===== src/rtl/seq_mag_comp.sv =====
// Serial magnitude comparator: walks DIGIT-bit slices from the MSB end and
// stops on the first unequal slice. Signed mode uses offset-binary operands.
//
// state | meaning
// IDLE  | waiting for start; last result flags held
// CMP   | comparing slice idx, one slice per clock
module seq_mag_comp #(
  parameter int WIDTH = 32,
  parameter int DIGIT = 4
) (
  input  logic             clk,
  input  logic             rst,
  input  logic             start,
  input  logic [WIDTH-1:0] a,
  input  logic [WIDTH-1:0] b,
  input  logic             signed_mode,
  output logic             busy,
  output logic             done,
  output logic             aeb,
  output logic             agb,
  output logic             alb
);

  localparam int N  = WIDTH / DIGIT;
  localparam int IW = (N > 1) ? $clog2(N) : 1;
  localparam logic [WIDTH-1:0] MSB_MASK = WIDTH'(1) << (WIDTH - 1);

  if (WIDTH % DIGIT != 0) begin : g_bad_digit
    $error("seq_mag_comp: WIDTH must be a multiple of DIGIT");
  end

  typedef enum logic {IDLE, CMP} state_t;

  state_t           state, state_nx;
  logic [WIDTH-1:0] ra, rb, ra_nx, rb_nx;
  logic [WIDTH-1:0] sh_a, sh_b;
  logic [DIGIT-1:0] sa, sb;
  logic [IW-1:0]    idx, idx_nx;
  logic             done_nx, aeb_nx, agb_nx, alb_nx;

  assign sh_a = ra >> (idx * DIGIT);
  assign sh_b = rb >> (idx * DIGIT);
  assign sa   = sh_a[DIGIT-1:0];
  assign sb   = sh_b[DIGIT-1:0];
  assign busy = (state == CMP);

  always_comb begin
    state_nx = state;
    ra_nx    = ra;
    rb_nx    = rb;
    idx_nx   = idx;
    done_nx  = 1'b0;
    aeb_nx   = aeb;
    agb_nx   = agb;
    alb_nx   = alb;
    case (state)
      IDLE: begin
        if (start) begin
          // Flipping both sign bits maps two's complement onto unsigned order.
          ra_nx    = signed_mode ? (a ^ MSB_MASK) : a;
          rb_nx    = signed_mode ? (b ^ MSB_MASK) : b;
          aeb_nx   = 1'b0;
          agb_nx   = 1'b0;
          alb_nx   = 1'b0;
          idx_nx   = IW'(N - 1);
          state_nx = CMP;
        end
      end
      CMP: begin
        if (sa > sb) begin
          agb_nx   = 1'b1;
          done_nx  = 1'b1;
          state_nx = IDLE;
        end else if (sa < sb) begin
          alb_nx   = 1'b1;
          done_nx  = 1'b1;
          state_nx = IDLE;
        end else if (idx == '0) begin
          aeb_nx   = 1'b1;
          done_nx  = 1'b1;
          state_nx = IDLE;
        end else begin
          idx_nx = idx - 1'b1;
        end
      end
      default: state_nx = IDLE;
    endcase
  end

  always_ff @(posedge clk) begin
    if (rst) begin
      state <= IDLE;
      done  <= 1'b0;
      aeb   <= 1'b0;
      agb   <= 1'b0;
      alb   <= 1'b0;
    end else begin
      state <= state_nx;
      done  <= done_nx;
      aeb   <= aeb_nx;
      agb   <= agb_nx;
      alb   <= alb_nx;
    end
  end

  always_ff @(posedge clk) begin
    ra  <= ra_nx;
    rb  <= rb_nx;
    idx <= idx_nx;
  end

endmodule


===== config.mk =====
export PLATFORM = sky130hd
export DESIGN_NAME = seq_mag_comp
export DESIGN_NICKNAME = d
export VERILOG_FILES = /design/src/rtl/seq_mag_comp.sv
export SDC_FILE = /design/constraint.sdc
export NUM_CORES = 1
export LEC_CHECK = 0
export CAP_MARGIN = 20
export CORE_MARGIN = 2
export CORE_UTILIZATION = 44
export DETAILED_ROUTE_END_ITERATION = 8
export MAX_ROUTING_LAYER = met4
export PLACE_DENSITY = 0.77
export SLEW_MARGIN = 20
export SYNTH_ARGS = -nofsm -noshare
export SYNTH_HDL_FRONTEND = slang
export SYNTH_SLANG_ARGS = --single-unit

===== constraint.sdc =====
create_clock -name clk -period 4.18 [get_ports clk]
set_input_delay 0.836 -clock clk [delete_from_list [all_inputs] [get_ports clk]]
set_output_delay 0.836 -clock clk [all_outputs]
set_load 0.02 [all_outputs]

**After elaboration in Yosys (flattened, before gate mapping)**

Cells that the tools add are included.

- Add/sub/neg operators: 1
- Magnitude comparators: 2
- Equality and inequality tests: 7
- Shift operators: 2
- Multiplexer cells: 25
- Bitwise logic cells: 3
- Reduce and logical (&&, ||, !) cells: 7

Operator list:

| cell | number |
|---|---|
| 32-bit 2-to-1 mux | 2 |
| 32-bit by 5-bit right shift with 4-bit output | 2 |
| 1-bit 2-to-1 mux | 14 |
| 3-bit 2-to-1 mux | 4 |
| 2-bit inequality test (second input constant) | 4 |
| 1-bit one-hot mux with 2 select lines | 4 |
| 4-bit AND reduction | 2 |
| 2-bit by 1-bit inequality test with 1-bit output (second input constant) | 3 |
| 3-bit one-hot mux with 2 select lines | 1 |
| 4-bit greater-than comparator | 1 |
| 4-bit < comparator | 1 |
| 2-bit AND reduction | 2 |
| 3-bit logical NOT | 1 |
| 1-bit NOT | 3 |
| 3-bit AND reduction | 1 |
| 3-bit by 1-bit subtractor with 3-bit output (second input constant) | 1 |
| 2-bit OR reduction | 1 |

- Register bits: 72
- Input port bits: 68
- Output and inout bits: 5

**Depth between registers and ports, before layout**

- Depth after elaboration: 5
- Gate-level depth with buffers: 9

**Least setup slack after synthesis**

Ideal clock, no wire load.

- Path kind: input-to-reg
- From: input start
- To: register aeb
- Library setup time: 0.118 ns
- Arrival: 4.110 ns
- Slack: -0.049 ns
- Stages: 4
- Cells stage by stage: inv_1 -> nor2_1 -> nor2_1 -> a32o_1

- Word-level cells in the longest chain between the ends: 2

Ends and longest elaborated chain:

| what | RTL line | text |
|---|---|---|
| start, declared | 13 | `input logic start,` |
| 2-bit inequality test (no line) | -- |  |
| 4-bit AND reduction (no line) | -- |  |
| end signal, assigned | 100 | `aeb <= aeb_nx;` |
| end, declared | 19 | `output logic aeb,` |

No other way between the ends.
A chain may end at the register's enable or synchronous reset.

**Worst setup path after layout**

- From: register idx[0]
- To: register idx[1], enable pin

- Word-level cells in the longest chain between the ends: 4
- Elaborated cells between the ends (all ways): 9
- Those cells by class: 2 x order compare; 3 x eq/ne; 2 x shift; 2 x reduce/logical

Ends and longest elaborated chain:

| what | RTL line | text |
|---|---|---|
| start, declared | 38 | `logic [IW-1:0] idx, idx_nx;` |
| start signal, assigned | 109 | `idx <= idx_nx;` |
| 32-bit by 5-bit right shift with 4-bit output (on tied branches) | 41, 42 |  |
| 4-bit < comparator / 4-bit greater-than comparator (equally long branches) | 74, 70 |  |
| 2-bit inequality test (no line) | -- |  |
| 4-bit AND reduction (no line) * | -- |  |

Mark *: on every way between the ends. The rest lies on a longest branch, timed or not.

==> metrics.txt <==
status complete, no violations; die height 84.77 µm; Arr. time, crit path 3.06 ns; worst hold path stage count 1; total global-route track usage ~15%; fin crit share 72.43%; HP Start aeb$_SDFFE_PP0P_; Avg WL per Cell 16.32 µm; synthesized net count 211; fmax 330.3 MHz; number of global-route vias before repair 1655; Critical Path RT about 4.2 ns; post-cts sizing count 0; Yosys cell types 23; Synth async-reset ratio 0%; Post-Synth Adder-Cell Area ~2.6%; sw frac 19.25%; non-filler cells in the finished layout 300; port bufs between 70 and 80; area of the multi-input gates 709.4 µm²; Layout area overhead 36.36%; Worst-path clk slew 0.07 ns; critical path startpoint category flip-flop; post-layout util between 60 and 70%; CP peak stage delay around 0.72 ns; Netlist Area Pre-Place 2870 µm²; most common cell in the netlist edfxtp_1; Clock Tree Root clkbuf_8; largest family of logic cells by synthesized area multiplexers; post-synth top area share 70.10%; Vias/cell 5.000; Worst setup EP type flip-flop; # hold bufs at CTS 0; htree depth 3; Max-slew headroom 54.59%; sequential-to-total area share from yosys stat 73.58%; clk buf depth 2; fin worst setup slack approximately 1.2 ns; post-route ant nets 0; first-pass GRT wire length ~7.9 mm; Power Density 420.7 nW/µm²; Final Slew Violations 0; Pre-antenna DRT Iters 4; cells taking the most area after synthesis edfxtp_1 (70%), mux4_2 (7.8%), mux4_1 (5.5%), dfxtp_1 (3.5%), ha_1 (2.6%); worst path cell trace mux4_1, mux2_2, ha_1, nand4_1, a311oi_1, a21o_1; critical path class flip-flop to flip-flop; power share of the clock group 38.5%; share of layout cells above drive strength 1 between 10% and 20%; crit path buf inv count 0; Post-Syn Area per Cell 20.95 µm²; Flop pwr share 51.9%; P_int 1.330 mW; routed vias 1500; placement-stage cell area 3680 µm²; clk sink count 72; actual transition at the worst max-transition pin 0.6812 ns; Top delay family on crit path multiplexers; Synth Warn # 0; cells on worst reg2reg path 6; combinational power share roughly a tenth; gpl congestion 0.7141; HPWL after DPL between 3 and 4 mm; post-route cell area 3914 µm²; Max Cap Violations 0; post-synthesis mux area share 16.30%; pre-CTS WS 1.149 ns; Critical Path Slowest Stage Cell edfxtp_1; total power after layout 1.647 mW; drt initial violations 74; initial antenna violation count 0; Hold Path Class flip-flop to flip-flop; Layout Skew 0.007088 ns; top_reg_cell synth edfxtp_1; Synth area leader edfxtp_1; # fillers 484; core area 6314 µm²; Syn Inst Count approximately 140; GRT overflow 0; post-synthesis register bit count 72; simple-gate share of the synthesized area 2.572%; nets 292; post-synthesis xor/xnor area fraction 0.9154%; Final Hold Fails 0; Antenna diodes 0; RSZ-0062 raised after global routing no; Post-CTS Setup Bufs 0; Hold Crit Endpoint aeb$_SDFFE_PP0P_; DRC viols 0; Setup-failing EPs final 0; worst-skew pair later-pin latency 0.33 ns; CTS tree yes; worst r2r dst idx[1]$_SDFFCE_PN1P_; peak supply drop 291.9 µV; Lkg Pwr between 1 and 1.5 nW; CTS Buf Count 9; Placed Cells approximately 280; compound-cell area share of the yosys netlist 2.049%; Setup TNS 0 ns; CP max FO 11; flop2flop setup slack 1.15 ns; Die X 84.77 µm; WHS 0.4786 ns; NetSw between 0.3 and 0.4 mW; largest net degree at the start of global routing 39; Worst R2R Start idx[0]$_SDFFCE_PN1P_; num ports 73; Commonest cells post-synth edfxtp_1 (67), mux4_2 (10), ha_1 (6), mux4_1 (6); min cycle time layout 3.028 ns; full die area 7185 µm²; Starting Density 45.46%; Total Wirelength 4.897 mm; row count 29; Post-synth EDFFs 67; Register Area around 2100 µm²
==> layout make-up <==
class	count	share of cell area [%]
clock buffer	9	3.165
clock inverter	7	2.813
inverter	5	0.4795
multi-input combinational	55	18.13
sequential	72	53.96
tap	77	2.462
timing repair buffer	75	18.99
==> power by group through the flow <==
stage,Clock [mW],Sequential [mW],Combinational [mW]
6_report,0.634,0.855,0.157
5_1_grt,0.675,0.860,0.171
4_1_cts,0.648,0.856,0.159
3_5_place_dp,0,0.872,0.158
3_3_place_gp,0,0.869,0.155
2_1_floorplan,0,0.866,0.0730
==> cells by family (layout without fill, tap and decap cells) <==
kind of cell | Yosys count | count (layout)
adder cells (fa/ha/maj) | 6 | 6
buffers and inverters | 10 | 96
multiplexers | 24 | 24
AND/OR/NAND/NOR | 14 | 14
AO/OA/AOI/OAI | 8 | 8
flip-flops | 72 | 72
XOR/XNOR | 3 | 3
==> flip-flops by register name (all words and copies together), names as in the netlist <==
name and flops:
aeb 1, agb 1, alb 1, busy 1
done 1, idx 3, ra 32, rb 32
==> routing by layer <==
metal	share of wire, %	global-route usage (%)	vias up	routed length (µm)
li1	-	-	721	-
met1	42	18.73	718	2065
met2	51	24.41	56	2515
met3	5.5	4.818	5	270
met4	0.94	4.473	0	46
met5	0	-	-	0
==> worst max path at each step <==
| stage | endpoint | from | cells after the start |
|---|---|---|---|
| final | idx[1]$_SDFFCE_PN1P_ | idx[0]$_SDFFCE_PN1P_ | 6 |
| after global routing | idx[0]$_SDFFCE_PN1P_ | idx[0]$_SDFFCE_PN1P_ | 6 |
| after CTS | idx[1]$_SDFFCE_PN1P_ | idx[0]$_SDFFCE_PN1P_ | 6 |
| after detailed placement | idx[1]$_SDFFCE_PN1P_ | idx[0]$_SDFFCE_PN1P_ | 6 |
| after global placement | idx[0]$_SDFFCE_PN1P_ | idx[0]$_SDFFCE_PN1P_ | 6 |
| after floorplan | aeb$_SDFFE_PP0P_ | start | 4 |
==> worst register-to-register path, stage by stage, from the launching register on <==
cell and delay, ns:
edfxtp_1 0.72, mux4_1 0.63, mux2_2 0.28, ha_1 0.32
nand4_1 0.16, a311oi_1 0.37, a21o_1 0.25
==> layout by cell type, fill, tap and decap left out, types with 2 or more instances in the layout <==
master            n
nand2b_1          2
bufinv_16         3
ha_1              6
mux2i_1           4
a32o_1            2
a21oi_1           3
clkbuf_8          9
nor2b_1           4
xor2_1            2
nand2_1           4
mux4_1            6
clkdlybuf4s50_1  72
clkinv_1          3
buf_4             3
dfxtp_1           5
edfxtp_1         67
inv_1             5
mux2_2            4
mux4_2           10
Power figures use the tool's default switching activity.
